==> src/rtl/smem_bck_stage1_ctrl_p_if.sv <==
// Handshake and data bundle of the SMEM backward-extension stage-1 controller.
// master drives the token and downstream ready; slave is the controller.
interface smem_bck_stage1_ctrl_p_if #(
    parameter int RN_W = 6,
    parameter int AW   = 7,
    parameter int IW   = 64
);
    logic            in_valid;
    logic            in_ready;
    logic [5:0]      in_status;
    logic [RN_W-1:0] in_read_num;
    logic [AW-1:0]   in_bx;
    logic [7:0]      in_c;
    logic            in_iter_bnd;
    logic [AW-1:0]   in_bi;
    logic [AW-1:0]   in_bj;
    logic [AW-1:0]   in_new_size;
    logic [AW-1:0]   in_new_last_size;
    logic [AW-1:0]   in_fwd_size;
    logic [AW-1:0]   in_mem_wr_addr;
    logic [AW-1:0]   in_cur_wr_addr;
    logic [AW-1:0]   in_cur_rd_addr;
    logic [AW-1:0]   in_min_intv;
    logic [IW-1:0]   in_tok_x0;
    logic [IW-1:0]   in_tok_x1;
    logic [IW-1:0]   in_tok_x2;
    logic [IW-1:0]   in_p_x0;
    logic [IW-1:0]   in_p_x1;
    logic [IW-1:0]   in_p_x2;
    logic [63:0]     in_p_info;
    logic [IW-1:0]   in_last_x2;
    logic [31:0]     in_last_mem_info;

    logic            out_valid;
    logic            out_ready;
    logic [RN_W-1:0] out_read_num;
    logic [5:0]      out_status;
    logic [AW-1:0]   out_bi;
    logic [AW-1:0]   out_bj;
    logic [AW-1:0]   out_new_size;
    logic [AW-1:0]   out_new_last_size;
    logic [AW-1:0]   out_fwd_size;
    logic [AW-1:0]   out_mem_wr_addr;
    logic [AW-1:0]   out_cur_wr_addr;
    logic [AW-1:0]   out_cur_rd_addr;
    logic [AW-1:0]   out_min_intv;
    logic            out_iter_bnd;
    logic [7:0]      out_c;
    logic [IW-1:0]   out_resv_x2;
    logic [31:0]     out_resv_mem_info;
    logic            out_last_one;

    logic            mem_we;
    logic [AW-1:0]   mem_addr;
    logic [IW-1:0]   mem_x0;
    logic [IW-1:0]   mem_x1;
    logic [IW-1:0]   mem_x2;
    logic [63:0]     mem_info;
    logic            cur_we;
    logic [AW-1:0]   cur_addr;
    logic [IW-1:0]   cur_x0;
    logic [IW-1:0]   cur_x1;
    logic [IW-1:0]   cur_x2;
    logic [63:0]     cur_info;
    logic            err_mem_ovf;
    logic            err_cur_unf;

    modport master (
        output in_valid, in_status, in_read_num, in_bx, in_c, in_iter_bnd, in_bi, in_bj,
               in_new_size, in_new_last_size, in_fwd_size, in_mem_wr_addr, in_cur_wr_addr,
               in_cur_rd_addr, in_min_intv, in_tok_x0, in_tok_x1, in_tok_x2, in_p_x0, in_p_x1,
               in_p_x2, in_p_info, in_last_x2, in_last_mem_info, out_ready,
        input  in_ready, out_valid, out_read_num, out_status, out_bi, out_bj, out_new_size,
               out_new_last_size, out_fwd_size, out_mem_wr_addr, out_cur_wr_addr, out_cur_rd_addr,
               out_min_intv, out_iter_bnd, out_c, out_resv_x2, out_resv_mem_info, out_last_one,
               mem_we, mem_addr, mem_x0, mem_x1, mem_x2, mem_info,
               cur_we, cur_addr, cur_x0, cur_x1, cur_x2, cur_info, err_mem_ovf, err_cur_unf
    );

    modport slave (
        input  in_valid, in_status, in_read_num, in_bx, in_c, in_iter_bnd, in_bi, in_bj,
               in_new_size, in_new_last_size, in_fwd_size, in_mem_wr_addr, in_cur_wr_addr,
               in_cur_rd_addr, in_min_intv, in_tok_x0, in_tok_x1, in_tok_x2, in_p_x0, in_p_x1,
               in_p_x2, in_p_info, in_last_x2, in_last_mem_info, out_ready,
        output in_ready, out_valid, out_read_num, out_status, out_bi, out_bj, out_new_size,
               out_new_last_size, out_fwd_size, out_mem_wr_addr, out_cur_wr_addr, out_cur_rd_addr,
               out_min_intv, out_iter_bnd, out_c, out_resv_x2, out_resv_mem_info, out_last_one,
               mem_we, mem_addr, mem_x0, mem_x1, mem_x2, mem_info,
               cur_we, cur_addr, cur_x0, cur_x1, cur_x2, cur_info, err_mem_ovf, err_cur_unf
    );
endinterface

==> src/rtl/smem_bck_stage1_ctrl_p.sv <==
// Stage-1 controller of the SMEM backward extension: per token, emits the parent
// interval to MEM, keeps the extended interval in CURR, and advances read bookkeeping.
module smem_bck_stage1_ctrl_p #(
    parameter int RN_W      = 6,
    parameter int AW        = 7,
    parameter int IW        = 64,
    parameter int MEM_DEPTH = 64,
    parameter int AMB_C     = 4
) (
    input logic                     clk,
    input logic                     rst,
    smem_bck_stage1_ctrl_p_if.slave bus
);
    localparam logic [5:0]    BCK_INI     = 6'b001000;
    localparam logic [5:0]    BCK_RUN     = 6'b010000;
    localparam logic [AW-1:0] ZERO_AW     = {AW{1'b0}};
    localparam logic [AW-1:0] ONE_AW      = {{(AW-1){1'b0}}, 1'b1};
    localparam logic [AW:0]   MEM_DEPTH_L = (AW+1)'(MEM_DEPTH);
    localparam logic [7:0]    AMB_C_L     = 8'(AMB_C);

    typedef struct packed {
        logic [RN_W-1:0] read_num;
        logic [5:0]      status;
        logic [AW-1:0]   bi;
        logic [AW-1:0]   bj;
        logic [AW-1:0]   new_size;
        logic [AW-1:0]   new_last_size;
        logic [AW-1:0]   fwd_size;
        logic [AW-1:0]   mem_wr_addr;
        logic [AW-1:0]   cur_wr_addr;
        logic [AW-1:0]   cur_rd_addr;
        logic [AW-1:0]   min_intv;
        logic            iter_bnd;
        logic [7:0]      c;
        logic [IW-1:0]   resv_x2;
        logic [31:0]     resv_mem_info;
        logic            last_one;
    } bk_t;

    typedef struct packed {
        logic [AW-1:0] addr;
        logic [IW-1:0] x0;
        logic [IW-1:0] x1;
        logic [IW-1:0] x2;
        logic [63:0]   info;
    } wr_t;

    bk_t           bk_d_s, bk_r;
    wr_t           mem_d_s, mem_r, cur_d_s, cur_r;
    logic          mem_go_s, cur_go_s, ovf_s, unf_s, acc_s;
    logic          out_valid_r, mem_we_r, cur_we_r, err_mem_ovf_r, err_cur_unf_r;
    logic [AW-1:0] new_i_s, ini_s;
    logic          amb_s, brk_s, c1_s, c2_s, jb_s;

    assign bus.in_ready = !out_valid_r || bus.out_ready;
    assign acc_s        = bus.in_valid && bus.in_ready;

    // brk ends the current extension; c1 and c2 cannot both hold because one needs brk, the other !brk.
    assign new_i_s = bus.in_iter_bnd ? ZERO_AW : bus.in_bi + ONE_AW;
    assign ini_s   = bus.in_fwd_size - ONE_AW;
    assign amb_s   = bus.in_c >= AMB_C_L;
    assign brk_s   = amb_s || bus.in_iter_bnd || (bus.in_tok_x2 < IW'(bus.in_min_intv));
    assign c1_s    = brk_s && (bus.in_new_size == ZERO_AW) &&
                     ((bus.in_mem_wr_addr == ZERO_AW) || (new_i_s < bus.in_last_mem_info[AW-1:0]));
    assign c2_s    = !brk_s && ((bus.in_new_size == ZERO_AW) || (bus.in_tok_x2 != bus.in_last_x2));
    assign jb_s    = bus.in_bj == (bus.in_new_last_size - ONE_AW);

    // Next bookkeeping and store requests for the presented token.
    always_comb begin
        bk_d_s   = '0;
        mem_d_s  = '0;
        cur_d_s  = '0;
        mem_go_s = 1'b0;
        cur_go_s = 1'b0;
        ovf_s    = 1'b0;
        unf_s    = 1'b0;
        case (bus.in_status)
            BCK_INI: begin
                bk_d_s.read_num      = bus.in_read_num;
                bk_d_s.status        = BCK_INI;
                bk_d_s.min_intv      = bus.in_min_intv;
                bk_d_s.cur_rd_addr   = ini_s;
                bk_d_s.cur_wr_addr   = ini_s;
                bk_d_s.new_last_size = bus.in_fwd_size;
                bk_d_s.fwd_size      = bus.in_fwd_size;
                if (bus.in_bx == ZERO_AW) begin
                    bk_d_s.iter_bnd = 1'b1;
                end else begin
                    bk_d_s.bi = bus.in_bx - ONE_AW;
                    bk_d_s.c  = 8'(bus.in_bx - ONE_AW);
                end
            end
            BCK_RUN: begin
                bk_d_s.read_num      = bus.in_read_num;
                bk_d_s.status        = BCK_RUN;
                bk_d_s.bi            = bus.in_bi;
                bk_d_s.bj            = bus.in_bj;
                bk_d_s.new_last_size = bus.in_new_last_size;
                bk_d_s.fwd_size      = bus.in_fwd_size;
                bk_d_s.min_intv      = bus.in_min_intv;
                bk_d_s.iter_bnd      = bus.in_iter_bnd;
                bk_d_s.c             = 8'(bus.in_bi);
                bk_d_s.cur_rd_addr   = jb_s ? ini_s : bus.in_cur_rd_addr - ONE_AW;
                bk_d_s.mem_wr_addr   = bus.in_mem_wr_addr;
                bk_d_s.cur_wr_addr   = bus.in_cur_wr_addr;
                bk_d_s.new_size      = bus.in_new_size;
                bk_d_s.resv_x2       = bus.in_last_x2;
                bk_d_s.resv_mem_info = bus.in_last_mem_info;
                bk_d_s.last_one      = (bus.in_new_size == ZERO_AW) && c2_s && jb_s;
                mem_d_s = '{addr: bus.in_mem_wr_addr, x0: bus.in_p_x0, x1: bus.in_p_x1,
                            x2: bus.in_p_x2, info: {32'(new_i_s), bus.in_p_info[31:0]}};
                cur_d_s = '{addr: bus.in_cur_wr_addr, x0: bus.in_tok_x0, x1: bus.in_tok_x1,
                            x2: bus.in_tok_x2, info: bus.in_p_info};
                if (c1_s) begin
                    bk_d_s.resv_mem_info = 32'(new_i_s);
                    // A full MEM buffer drops the write but keeps the pointer so later tokens see the same state.
                    if ({1'b0, bus.in_mem_wr_addr} >= MEM_DEPTH_L) begin
                        ovf_s = 1'b1;
                    end else begin
                        mem_go_s           = 1'b1;
                        bk_d_s.mem_wr_addr = bus.in_mem_wr_addr + ONE_AW;
                    end
                end else begin
                    mem_go_s = 1'b0;
                end
                if (c2_s) begin
                    cur_go_s         = 1'b1;
                    bk_d_s.new_size  = bus.in_new_size + ONE_AW;
                    bk_d_s.resv_x2   = bus.in_tok_x2;
                    // CURR grows downward; at address 0 the write lands and the pointer saturates.
                    if (bus.in_cur_wr_addr == ZERO_AW) begin
                        unf_s = 1'b1;
                    end else begin
                        bk_d_s.cur_wr_addr = bus.in_cur_wr_addr - ONE_AW;
                    end
                end else begin
                    cur_go_s = 1'b0;
                end
            end
            default: begin
                bk_d_s = '0;
            end
        endcase
    end

    // Output register: load on acceptance, drain on downstream ready, store pulses last one cycle.
    always_ff @(posedge clk) begin
        if (!rst) begin
            bk_r          <= '0;
            mem_r         <= '0;
            cur_r         <= '0;
            out_valid_r   <= 1'b0;
            mem_we_r      <= 1'b0;
            cur_we_r      <= 1'b0;
            err_mem_ovf_r <= 1'b0;
            err_cur_unf_r <= 1'b0;
        end else begin
            mem_we_r <= acc_s && mem_go_s;
            cur_we_r <= acc_s && cur_go_s;
            if (acc_s) begin
                out_valid_r   <= 1'b1;
                bk_r          <= bk_d_s;
                err_mem_ovf_r <= err_mem_ovf_r || ovf_s;
                err_cur_unf_r <= err_cur_unf_r || unf_s;
                if (mem_go_s) begin
                    mem_r <= mem_d_s;
                end
                if (cur_go_s) begin
                    cur_r <= cur_d_s;
                end
            end else if (bus.out_ready) begin
                out_valid_r <= 1'b0;
            end
        end
    end

    assign bus.out_valid         = out_valid_r;
    assign bus.out_read_num      = bk_r.read_num;
    assign bus.out_status        = bk_r.status;
    assign bus.out_bi            = bk_r.bi;
    assign bus.out_bj            = bk_r.bj;
    assign bus.out_new_size      = bk_r.new_size;
    assign bus.out_new_last_size = bk_r.new_last_size;
    assign bus.out_fwd_size      = bk_r.fwd_size;
    assign bus.out_mem_wr_addr   = bk_r.mem_wr_addr;
    assign bus.out_cur_wr_addr   = bk_r.cur_wr_addr;
    assign bus.out_cur_rd_addr   = bk_r.cur_rd_addr;
    assign bus.out_min_intv      = bk_r.min_intv;
    assign bus.out_iter_bnd      = bk_r.iter_bnd;
    assign bus.out_c             = bk_r.c;
    assign bus.out_resv_x2       = bk_r.resv_x2;
    assign bus.out_resv_mem_info = bk_r.resv_mem_info;
    assign bus.out_last_one      = bk_r.last_one;
    assign bus.mem_we            = mem_we_r;
    assign bus.mem_addr          = mem_r.addr;
    assign bus.mem_x0            = mem_r.x0;
    assign bus.mem_x1            = mem_r.x1;
    assign bus.mem_x2            = mem_r.x2;
    assign bus.mem_info          = mem_r.info;
    assign bus.cur_we            = cur_we_r;
    assign bus.cur_addr          = cur_r.addr;
    assign bus.cur_x0            = cur_r.x0;
    assign bus.cur_x1            = cur_r.x1;
    assign bus.cur_x2            = cur_r.x2;
    assign bus.cur_info          = cur_r.info;
    assign bus.err_mem_ovf       = err_mem_ovf_r;
    assign bus.err_cur_unf       = err_cur_unf_r;
endmodule

==> src/flat_wrapper.sv <==
// flat-port wrapper written by rule: the top's interface ports become plain ports
module smem_bck_stage1_ctrl_p_flat 
#(
    parameter int RN_W      = 6,
    parameter int AW        = 7,
    parameter int IW        = 64,
    parameter int MEM_DEPTH = 64,
    parameter int AMB_C     = 4
)
  (clk, rst, bus_in_valid, bus_in_status, bus_in_read_num, bus_in_bx, bus_in_c, bus_in_iter_bnd, bus_in_bi, bus_in_bj, bus_in_new_size, bus_in_new_last_size, bus_in_fwd_size, bus_in_mem_wr_addr, bus_in_cur_wr_addr, bus_in_cur_rd_addr, bus_in_min_intv, bus_in_tok_x0, bus_in_tok_x1, bus_in_tok_x2, bus_in_p_x0, bus_in_p_x1, bus_in_p_x2, bus_in_p_info, bus_in_last_x2, bus_in_last_mem_info, bus_out_ready, bus_in_ready, bus_out_valid, bus_out_read_num, bus_out_status, bus_out_bi, bus_out_bj, bus_out_new_size, bus_out_new_last_size, bus_out_fwd_size, bus_out_mem_wr_addr, bus_out_cur_wr_addr, bus_out_cur_rd_addr, bus_out_min_intv, bus_out_iter_bnd, bus_out_c, bus_out_resv_x2, bus_out_resv_mem_info, bus_out_last_one, bus_mem_we, bus_mem_addr, bus_mem_x0, bus_mem_x1, bus_mem_x2, bus_mem_info, bus_cur_we, bus_cur_addr, bus_cur_x0, bus_cur_x1, bus_cur_x2, bus_cur_info, bus_err_mem_ovf, bus_err_cur_unf);
  smem_bck_stage1_ctrl_p_if #(.RN_W(RN_W), .AW(AW), .IW(IW)) bus_i ();
  input logic clk;
  input logic rst;
  input wire logic [$bits(bus_i.in_valid)-1:0] bus_in_valid;
  input wire logic [$bits(bus_i.in_status)-1:0] bus_in_status;
  input wire logic [$bits(bus_i.in_read_num)-1:0] bus_in_read_num;
  input wire logic [$bits(bus_i.in_bx)-1:0] bus_in_bx;
  input wire logic [$bits(bus_i.in_c)-1:0] bus_in_c;
  input wire logic [$bits(bus_i.in_iter_bnd)-1:0] bus_in_iter_bnd;
  input wire logic [$bits(bus_i.in_bi)-1:0] bus_in_bi;
  input wire logic [$bits(bus_i.in_bj)-1:0] bus_in_bj;
  input wire logic [$bits(bus_i.in_new_size)-1:0] bus_in_new_size;
  input wire logic [$bits(bus_i.in_new_last_size)-1:0] bus_in_new_last_size;
  input wire logic [$bits(bus_i.in_fwd_size)-1:0] bus_in_fwd_size;
  input wire logic [$bits(bus_i.in_mem_wr_addr)-1:0] bus_in_mem_wr_addr;
  input wire logic [$bits(bus_i.in_cur_wr_addr)-1:0] bus_in_cur_wr_addr;
  input wire logic [$bits(bus_i.in_cur_rd_addr)-1:0] bus_in_cur_rd_addr;
  input wire logic [$bits(bus_i.in_min_intv)-1:0] bus_in_min_intv;
  input wire logic [$bits(bus_i.in_tok_x0)-1:0] bus_in_tok_x0;
  input wire logic [$bits(bus_i.in_tok_x1)-1:0] bus_in_tok_x1;
  input wire logic [$bits(bus_i.in_tok_x2)-1:0] bus_in_tok_x2;
  input wire logic [$bits(bus_i.in_p_x0)-1:0] bus_in_p_x0;
  input wire logic [$bits(bus_i.in_p_x1)-1:0] bus_in_p_x1;
  input wire logic [$bits(bus_i.in_p_x2)-1:0] bus_in_p_x2;
  input wire logic [$bits(bus_i.in_p_info)-1:0] bus_in_p_info;
  input wire logic [$bits(bus_i.in_last_x2)-1:0] bus_in_last_x2;
  input wire logic [$bits(bus_i.in_last_mem_info)-1:0] bus_in_last_mem_info;
  input wire logic [$bits(bus_i.out_ready)-1:0] bus_out_ready;
  output wire logic [$bits(bus_i.in_ready)-1:0] bus_in_ready;
  output wire logic [$bits(bus_i.out_valid)-1:0] bus_out_valid;
  output wire logic [$bits(bus_i.out_read_num)-1:0] bus_out_read_num;
  output wire logic [$bits(bus_i.out_status)-1:0] bus_out_status;
  output wire logic [$bits(bus_i.out_bi)-1:0] bus_out_bi;
  output wire logic [$bits(bus_i.out_bj)-1:0] bus_out_bj;
  output wire logic [$bits(bus_i.out_new_size)-1:0] bus_out_new_size;
  output wire logic [$bits(bus_i.out_new_last_size)-1:0] bus_out_new_last_size;
  output wire logic [$bits(bus_i.out_fwd_size)-1:0] bus_out_fwd_size;
  output wire logic [$bits(bus_i.out_mem_wr_addr)-1:0] bus_out_mem_wr_addr;
  output wire logic [$bits(bus_i.out_cur_wr_addr)-1:0] bus_out_cur_wr_addr;
  output wire logic [$bits(bus_i.out_cur_rd_addr)-1:0] bus_out_cur_rd_addr;
  output wire logic [$bits(bus_i.out_min_intv)-1:0] bus_out_min_intv;
  output wire logic [$bits(bus_i.out_iter_bnd)-1:0] bus_out_iter_bnd;
  output wire logic [$bits(bus_i.out_c)-1:0] bus_out_c;
  output wire logic [$bits(bus_i.out_resv_x2)-1:0] bus_out_resv_x2;
  output wire logic [$bits(bus_i.out_resv_mem_info)-1:0] bus_out_resv_mem_info;
  output wire logic [$bits(bus_i.out_last_one)-1:0] bus_out_last_one;
  output wire logic [$bits(bus_i.mem_we)-1:0] bus_mem_we;
  output wire logic [$bits(bus_i.mem_addr)-1:0] bus_mem_addr;
  output wire logic [$bits(bus_i.mem_x0)-1:0] bus_mem_x0;
  output wire logic [$bits(bus_i.mem_x1)-1:0] bus_mem_x1;
  output wire logic [$bits(bus_i.mem_x2)-1:0] bus_mem_x2;
  output wire logic [$bits(bus_i.mem_info)-1:0] bus_mem_info;
  output wire logic [$bits(bus_i.cur_we)-1:0] bus_cur_we;
  output wire logic [$bits(bus_i.cur_addr)-1:0] bus_cur_addr;
  output wire logic [$bits(bus_i.cur_x0)-1:0] bus_cur_x0;
  output wire logic [$bits(bus_i.cur_x1)-1:0] bus_cur_x1;
  output wire logic [$bits(bus_i.cur_x2)-1:0] bus_cur_x2;
  output wire logic [$bits(bus_i.cur_info)-1:0] bus_cur_info;
  output wire logic [$bits(bus_i.err_mem_ovf)-1:0] bus_err_mem_ovf;
  output wire logic [$bits(bus_i.err_cur_unf)-1:0] bus_err_cur_unf;
  assign bus_i.in_valid = bus_in_valid;
  assign bus_i.in_status = bus_in_status;
  assign bus_i.in_read_num = bus_in_read_num;
  assign bus_i.in_bx = bus_in_bx;
  assign bus_i.in_c = bus_in_c;
  assign bus_i.in_iter_bnd = bus_in_iter_bnd;
  assign bus_i.in_bi = bus_in_bi;
  assign bus_i.in_bj = bus_in_bj;
  assign bus_i.in_new_size = bus_in_new_size;
  assign bus_i.in_new_last_size = bus_in_new_last_size;
  assign bus_i.in_fwd_size = bus_in_fwd_size;
  assign bus_i.in_mem_wr_addr = bus_in_mem_wr_addr;
  assign bus_i.in_cur_wr_addr = bus_in_cur_wr_addr;
  assign bus_i.in_cur_rd_addr = bus_in_cur_rd_addr;
  assign bus_i.in_min_intv = bus_in_min_intv;
  assign bus_i.in_tok_x0 = bus_in_tok_x0;
  assign bus_i.in_tok_x1 = bus_in_tok_x1;
  assign bus_i.in_tok_x2 = bus_in_tok_x2;
  assign bus_i.in_p_x0 = bus_in_p_x0;
  assign bus_i.in_p_x1 = bus_in_p_x1;
  assign bus_i.in_p_x2 = bus_in_p_x2;
  assign bus_i.in_p_info = bus_in_p_info;
  assign bus_i.in_last_x2 = bus_in_last_x2;
  assign bus_i.in_last_mem_info = bus_in_last_mem_info;
  assign bus_i.out_ready = bus_out_ready;
  assign bus_in_ready = bus_i.in_ready;
  assign bus_out_valid = bus_i.out_valid;
  assign bus_out_read_num = bus_i.out_read_num;
  assign bus_out_status = bus_i.out_status;
  assign bus_out_bi = bus_i.out_bi;
  assign bus_out_bj = bus_i.out_bj;
  assign bus_out_new_size = bus_i.out_new_size;
  assign bus_out_new_last_size = bus_i.out_new_last_size;
  assign bus_out_fwd_size = bus_i.out_fwd_size;
  assign bus_out_mem_wr_addr = bus_i.out_mem_wr_addr;
  assign bus_out_cur_wr_addr = bus_i.out_cur_wr_addr;
  assign bus_out_cur_rd_addr = bus_i.out_cur_rd_addr;
  assign bus_out_min_intv = bus_i.out_min_intv;
  assign bus_out_iter_bnd = bus_i.out_iter_bnd;
  assign bus_out_c = bus_i.out_c;
  assign bus_out_resv_x2 = bus_i.out_resv_x2;
  assign bus_out_resv_mem_info = bus_i.out_resv_mem_info;
  assign bus_out_last_one = bus_i.out_last_one;
  assign bus_mem_we = bus_i.mem_we;
  assign bus_mem_addr = bus_i.mem_addr;
  assign bus_mem_x0 = bus_i.mem_x0;
  assign bus_mem_x1 = bus_i.mem_x1;
  assign bus_mem_x2 = bus_i.mem_x2;
  assign bus_mem_info = bus_i.mem_info;
  assign bus_cur_we = bus_i.cur_we;
  assign bus_cur_addr = bus_i.cur_addr;
  assign bus_cur_x0 = bus_i.cur_x0;
  assign bus_cur_x1 = bus_i.cur_x1;
  assign bus_cur_x2 = bus_i.cur_x2;
  assign bus_cur_info = bus_i.cur_info;
  assign bus_err_mem_ovf = bus_i.err_mem_ovf;
  assign bus_err_cur_unf = bus_i.err_cur_unf;
  smem_bck_stage1_ctrl_p #(.RN_W(RN_W), .AW(AW), .IW(IW), .MEM_DEPTH(MEM_DEPTH), .AMB_C(AMB_C)) u_core (.clk(clk), .rst(rst), .bus(bus_i));
endmodule
==> config.mk <==
export PLATFORM = sky130hd
export DESIGN_NAME = smem_bck_stage1_ctrl_p_flat
export DESIGN_NICKNAME = d
export VERILOG_FILES = /design/src/rtl/smem_bck_stage1_ctrl_p_if.sv /design/src/rtl/smem_bck_stage1_ctrl_p.sv /design/src/flat_wrapper.sv
export SDC_FILE = /design/constraint.sdc
export NUM_CORES = 1
export LEC_CHECK = 0
export BUFFER_PORTS_ARGS = -buffer_cell sky130_fd_sc_hd__buf_2
export CORE_AREA = 2 2 528 530
export DETAILED_ROUTE_END_ITERATION = 12
export DIE_AREA = 0 0 530 532
export SYNTH_ARGS = -nofsm -noshare
export SYNTH_HDL_FRONTEND = slang
export SYNTH_SLANG_ARGS = --single-unit
==> constraint.sdc <==
create_clock -name clk -period 3.3 [get_ports clk]
set_clock_uncertainty 0.05 [all_clocks]
set_input_delay 0.66 -clock clk [delete_from_list [all_inputs] [get_ports clk]]
set_output_delay 0.66 -clock clk [all_outputs]
set_load 0.1 [all_outputs]
==> impl_metrics.env, run 1 <==
export IMPL_coreArea_um2=276000
export IMPL_crit_buf_inv=6
export IMPL_cts_tree="yes"
export IMPL_ys_flop_type="dfxtp_1"
export IMPL_gp_congestion=1.01
export IMPL_drt_total_wl_mm=215
export IMPL_cts_root_buf="clkbuf_16"
export IMPL_clock_sinks=676
export IMPL_synth_seq_area_share_pct=48.5
export IMPL_power_frac_comb_pct=10.0
export IMPL_vias=31100
export IMPL_grt_pass1_wl_mm=273
export IMPL_vias_per_cell=3.53
export IMPL_die_h_um=532
export IMPL_crit_path_cell_trace="buf_2, xnor2_1, nand4_1, nor4_1, buf_4, nand4_1, buf_4, o211ai_1, buf_4, buf_12, buf_12, nand2_1, a21boi_0"
export IMPL_netlist_area_leader_share_pct=48.5
export IMPL_setup_viol=0
export IMPL_multi_input_area_um2=13000
export IMPL_use_met3_pct=10.9
export IMPL_path_max_fanout=20
export IMPL_timing_final_ws_setup_ps=186
export IMPL_crit_required_ps=3940
export IMPL_ir_drop_mv=0.331
export IMPL_ant_nets=0
export IMPL_synth_seq_cells=676
export IMPL_grt_pass1_vias=29200
export IMPL_hp_class="in -> reg"
export IMPL_report_final_slew_viol_count=0
export IMPL_seqPwrFrac_pct=40.2
export IMPL_start_kind="input pin"
export IMPL_drive_gt1_share_pct=34.7
export IMPL_grt_max_degree=152
export IMPL_switching_share_pct=26.8
export IMPL_p_leak_nw=19.1
export IMPL_regArea_um2=13500
export IMPL_top_usage_layer="met2"
export IMPL_slowest_delay_ps=590
export IMPL_final_hold_viol_count=0
export IMPL_async_flop_share_pct=0
export IMPL_htree_num_levels=3
export IMPL_slew_headroom_pct=30.2
export IMPL_die_x_um=530
export IMPL_p_clk_share_pct=49.7
export IMPL_crit_path_frequent_cell="buf_4"
export IMPL_cts_resized=0
export IMPL_die_area_um2=282000
export IMPL_grtUsageMet2_pct=22.1
export IMPL_p_int_mw=14.9
export IMPL_switching_power_mw=5.47
export IMPL_grt_usage_pct=14.5
export IMPL_crit_type="in -> reg"
export IMPL_synthesis_area_um2=27900
export IMPL_areaGrowthSynthToFinish_pct=64.3
export IMPL_fin_crit_sh_pct=94.4
export IMPL_syn_avg_cell_area_um2=8.36
export IMPL_num_fill_cells=31500
export IMPL_use_met1_pct=14.8
export IMPL_fin_crit_ps=3110
export IMPL_fin_total_pwr_mw=20.4
export IMPL_worstMarginPinSlew_ps=1040
export IMPL_synth_area_leaders="dfxtp_1, nand2_1, a21boi_0, clkbuf_1, xnor2_1"
export IMPL_netlist_instances=3342
export IMPL_antenna_found_initial=149
export IMPL_drv_cap=0
export IMPL_clock_path_buffers=4
export IMPL_p_per_area_nw_per_um2=444
export IMPL_synth_most_common_cell="nand2_1"
export IMPL_layout_nets=5661
export IMPL_dr_pass1_iters=5
export IMPL_start_util_pct=10.1
export IMPL_clk_latency_ps=790
export IMPL_port_buffers=1320
export IMPL_critPathSlowestCell="nor4_1"
export IMPL_drtIter0Drc=2318
export IMPL_synth_top_area_cell="dfxtp_1"
export IMPL_worstPathArrival_ps=3750
export IMPL_crit_family="buffers and inverters"
export IMPL_fmax_mhz=321
export IMPL_wl_per_cell_um=24.4
export IMPL_rows=193
export IMPL_netlist_top_cells_count="nand2_1, dfxtp_1, a21boi_0"
export IMPL_io_pin_count=1352
export IMPL_overflow=0
export IMPL_route_detailed_drc=0
export IMPL_path_clk_slew_ps=60
export IMPL_instances_no_fill=8818
export IMPL_cp_end_kind="flop"
export IMPL_status="complete, no violations"
export IMPL_yosysUniqueCellTypes=61
export IMPL_rsz0062_at_grt="no"
export IMPL_cts_made_buffers=91
export IMPL_place_ws_ps=-510
export IMPL_dp_cells=8406
export IMPL_dp_hpwl_mm=183
export IMPL_yosys_warnings=0
export IMPL_synth_edff_count=0
[worst paths after layout]
check / startpoint / end / slack, ps / cells after the start
worst max-delay path: bus_in_tok_x2[57] / u_core.bus.cur_info[33]$_SDFFE_PN0P_ / 190 / 13
worst min-delay path: bus_in_p_x2[36] / u_core.bus.mem_x2[36]$_SDFFE_PN0P_ / 80 / 3
worst max register to register: u_core.bus.out_valid$_SDFFE_PN0P_ / u_core.bus.mem_x0[23]$_SDFFE_PN0P_ / 980 / 11
worst min register to register: u_core.bus.mem_addr[5]$_SDFFE_PN0P_ / u_core.bus.mem_addr[5]$_SDFFE_PN0P_ / 390 / 2
[area by class of cell]
cell class / instances / area share (%)
antenna: 48 / 0.262
clock buffer: 135 / 5.85
clock inverter: 25 / 0.622
inverter: 99 / 0.810
multi-input combinational: 2323 / 28.2
sequential: 676 / 29.5
tap: 3705 / 10.1
timing repair buffer: 1807 / 24.6
[per-layer routing]
metal	vias up	share of wire, %
li1	14500	-
met1	14500	34
met2	1729	43
met3	394	18
met4	84	4.2
met5	-	0.26
[tightest hold or removal path, delay by kind of cell]
| family | cells | cell delay, ps |
|---|---|---|
| buf+inv | 1 | 100 |
| compound gates | 1 | 70 |
| simple gates | 1 | 50 |
[power groups by stage]
stage | logic, mW | clock network (mW) | registers [mW]
floorplan | 0.658 | 0 | 8.56
global placement | 1.80 | 0 | 8.39
detailed placement | 1.80 | 0 | 8.39
CTS | 2.03 | 10.5 | 8.21
global route | 2.14 | 10.7 | 8.21
finish | 2.05 | 10.1 | 8.21
[cell families after synthesis]
family | share of synthesized area (%)
adders and majority gates | 1.08
and+or+nand+nor | 21.0
xor gates and xnor gates | 3.10
buffers and inverters | 5.76
other | 0.0134
AOI/OAI and AO/OA | 20.0
muxes | 0.609
DFF | 48.5
[through the flow]
step	cell area, µm²	setup TNS (ps)	hold slack [ps]	utilization [%]
floorplan	28000	0	728	-
CTS	45800	0	0.0110	16.6
global route	45800	0	39.0	16.6
finish	45900	0	83.4	16.6
global placement	40800	-192590	382	14.8
detailed placement	40800	-206960	389	14.8
[layout by cell type, fill, tap and decap left out, types with 29 or more instances in the layout]
master and count:
a21boi_0 462, a21boi_1 48, a32oi_1 29, buf_12 42, buf_2 1319, buf_4 241
clkbuf_16 93, conb_1 29, dfxtp_1 676, diode_2 48, dlygate4sd3_1 204, inv_1 99
nand2_1 1112, nand3_1 85, nor2_1 43, nor2b_1 49, o211ai_1 74, o21ai_0 31
xnor2_1 69, xor2_1 30
[state kept, by name, indices dropped and copies added (netlist names), 8 cells and up]
name / cells
u_core.bus.cur_info: 64
u_core.bus.cur_x0: 64
u_core.bus.cur_x1: 64
u_core.bus.cur_x2: 64
u_core.bus.mem_info: 39
u_core.bus.mem_x0: 64
u_core.bus.mem_x1: 64
u_core.bus.mem_x2: 64
u_core.bus.out_c: 8
u_core.bus.out_resv_mem_info: 32
u_core.bus.out_resv_x2: 64
[timing repair]
item | CTS | global route
setup endpoints to repair | 0 | 0
hold buffers | 204 | 0
setup buffers | 0 | 0
hold endpoints to repair | 214 | 0
Power figures use the tool's default switching activity.
==> run 2: changes to the inputs <==
--- a/config.mk
+++ b/config.mk
@@ -7,8 +7,10 @@
 export LEC_CHECK = 0
 export BUFFER_PORTS_ARGS = -buffer_cell sky130_fd_sc_hd__buf_2
 export CORE_AREA = 2 2 528 530
+export CTS_BUF_LIST = sky130_fd_sc_hd__clkbuf_16
 export DETAILED_ROUTE_END_ITERATION = 12
 export DIE_AREA = 0 0 530 532
+export SETUP_SLACK_MARGIN = 0.2
 export SYNTH_ARGS = -nofsm -noshare
 export SYNTH_HDL_FRONTEND = slang
 export SYNTH_SLANG_ARGS = --single-unit
==> run 2 against run 1 <==
Against the previous run:
- die area did not move
- non-clock buffer count fell by 127
- worst hold slack got worse by 2.6 ps
- sequential power barely moved
- global-route usage fell by 0.12 points
- largest power group unchanged
==> impl_metrics.env, run 2 (synthesis results as in run 1) <==
export IMPL_reg2reg_from="u_core.bus.out_valid$_SDFFE_PN0P_"
export IMPL_p_leak_nw=18.5
export IMPL_drt_total_wl_mm=214
export IMPL_p_clk_share_pct=48.4
export IMPL_path_max_fanout=15
export IMPL_crit_required_ps=3920
export IMPL_hold_depth=3
export IMPL_crit_path_cell_trace="buf_2, ha_2, nand3b_1, buf_4, nand4_1, or3_4, o31ai_4, buf_12, o2111a_4, buf_12, clkbuf_16, buf_4, nand2_1, a21boi_0"
export IMPL_cp_end_kind="flop"
export IMPL_die_x_um=530
export IMPL_p_per_area_nw_per_um2=442
export IMPL_overflow=0
export IMPL_cts_tree="yes"
export IMPL_clock_path_buffers=4
export IMPL_dp_hpwl_mm=180
export IMPL_hp_start="bus_in_tok_x1[40]"
export IMPL_antenna_found_initial=163
export IMPL_setup_viol=0
export IMPL_start_kind="input pin"
export IMPL_instances_no_fill=8697
export IMPL_worstPathArrival_ps=3660
export IMPL_start_util_pct=10.1
export IMPL_place_ws_ps=-895
export IMPL_ff2ff_setup_slack_ps=830
export IMPL_p_int_mw=14.3
export IMPL_ff2ff_path_depth=11
export IMPL_slew_headroom_pct=41.2
export IMPL_drive_gt1_share_pct=35.0
export IMPL_layout_nets=5532
export IMPL_dp_cells=8380
export IMPL_route_detailed_drc=0
export IMPL_gp_congestion=1.01
export IMPL_cts_root_buf="clkbuf_16"
export IMPL_grt_pass1_wl_mm=271
export IMPL_grt_max_degree=163
export IMPL_timing_final_ws_setup_ps=261
export IMPL_grt_usage_pct=14.4
export IMPL_fin_crit_ps=3040
export IMPL_path_clk_slew_ps=60
export IMPL_final_cell_mix="buf_2, nand2_1, dfxtp_1"
export IMPL_final_hold_viol_count=0
export IMPL_die_area_um2=282000
export IMPL_clk_latency_ps=750
export IMPL_worstMarginPinSlew_ps=882
export IMPL_port_buffers=1320
export IMPL_drv_cap=0
export IMPL_ant_nets=0
export IMPL_hold_slack_ps=80.8
export IMPL_die_h_um=532
export IMPL_switching_power_mw=5.38
export IMPL_fin_crit_sh_pct=92.1
export IMPL_htree_num_levels=3
export IMPL_ir_drop_mv=0.306
export IMPL_hold_end="u_core.bus.cur_x1[40]$_SDFFE_PN0P_"
export IMPL_status="complete, no violations"
export IMPL_dr_pass1_iters=6
export IMPL_switching_share_pct=27.3
export IMPL_fmax_mhz=329
export IMPL_rows=193
export IMPL_vias=30800
export IMPL_seqPwrFrac_pct=41.7
export IMPL_areaGrowthSynthToFinish_pct=59.4
export IMPL_tns_ps=0
export IMPL_grt_pass1_vias=28700
export IMPL_critPathSlowestCell="or3_4"
export IMPL_crit_type="in -> reg"
export IMPL_cts_made_buffers=89
export IMPL_io_pin_count=1352
export IMPL_report_final_slew_viol_count=0
export IMPL_vias_per_cell=3.54
export IMPL_clock_sinks=676
export IMPL_r2r_end="u_core.bus.mem_x0[10]$_SDFFE_PN0P_"
export IMPL_final_util_pct=16.1
export IMPL_hp_class="in -> reg"
export IMPL_drtIter0Drc=2540
export IMPL_wl_per_cell_um=24.6
export IMPL_layout_commonest_cell="buf_2"
export IMPL_power_frac_comb_pct=9.9
export IMPL_slowest_delay_ps=490
export IMPL_coreArea_um2=276000
export IMPL_rsz0062_at_grt="yes"
run 2: power groups by stage:
stage / combinational, mW / clock [mW] / sequential [mW]
finish: 1.95 / 9.53 / 8.21
global route: 2.05 / 10.0 / 8.21
CTS: 1.94 / 9.82 / 8.21
detailed placement: 1.83 / 0 / 8.39
global placement: 1.83 / 0 / 8.39
floorplan: 0.659 / 0 / 8.56
run 2: routing by layer:
metal | share of wire [%] | wire length (µm) | vias to the layer above | global-route usage [%]
li1 | - | - | 14200 | -
met1 | 35 | 74200 | 14300 | 14.9
met2 | 42 | 89500 | 1814 | 21.4
met3 | 19 | 41200 | 407 | 11.4
met4 | 4.0 | 8640 | 110 | 5.72
met5 | 0.32 | 694 | - | 0
run 2: timing repair:
| item | in CTS | in global routing |
|---|---|---|
| cloned | 0 | 2 |
| gates resized for setup | 1 | 4 |
| pin swaps | 1 | 4 |
| setup endpoints to repair | 207 | 191 |
| hold endpoints to repair | 97 | 0 |
| hold buffers | 96 | 0 |
| buffers inserted | 2 | 3 |
run 2: cell type report:
cell class	instances	area, µm²
inverter	99	372
clock buffer	90	2250
tap	3705	4640
fill	31600	231000
sequential	676	13500
multi-input combinational	2323	13000
antenna	62	155
timing repair buffer	1680	10100
clock inverter	62	462
run 2: worst max path at each step:
stage	start	to	cells after the start
finish	bus_in_tok_x2[6]	u_core.bus.mem_x0[10]$_SDFFE_PN0P_	14
global route	bus_in_min_intv[6]	u_core.bus.cur_x0[36]$_SDFFE_PN0P_	13
CTS	bus_in_tok_x2[6]	u_core.bus.cur_info[8]$_SDFFE_PN0P_	14
detailed placement	bus_in_tok_x2[6]	u_core.bus.out_mem_wr_addr[6]$_SDFFE_PN0P_	12
global placement	bus_in_tok_x2[6]	u_core.bus.out_mem_wr_addr[6]$_SDFFE_PN0P_	12
floorplan	bus_in_bi[0]	u_core.bus.out_mem_wr_addr[5]$_SDFFE_PN0P_	13
run 2: through the flow:
step / instance area, µm² / power [mW]
2_1_floorplan: 28100 / 9.22
3_3_place_gp: 40500 / 10.2
3_5_place_dp: 40500 / 10.2
4_1_cts: 44200 / 20.0
5_1_grt: 44400 / 20.3
6_report: 44500 / 19.7
run 2: critical path, delay by kind of cell:
| kind | cells | cell delay, ps |
|---|---|---|
| fa+ha+maj | 1 | 310 |
| compound gates | 3 | 690 |
| buf+inv | 6 | 1060 |
| simple gates | 4 | 900 |
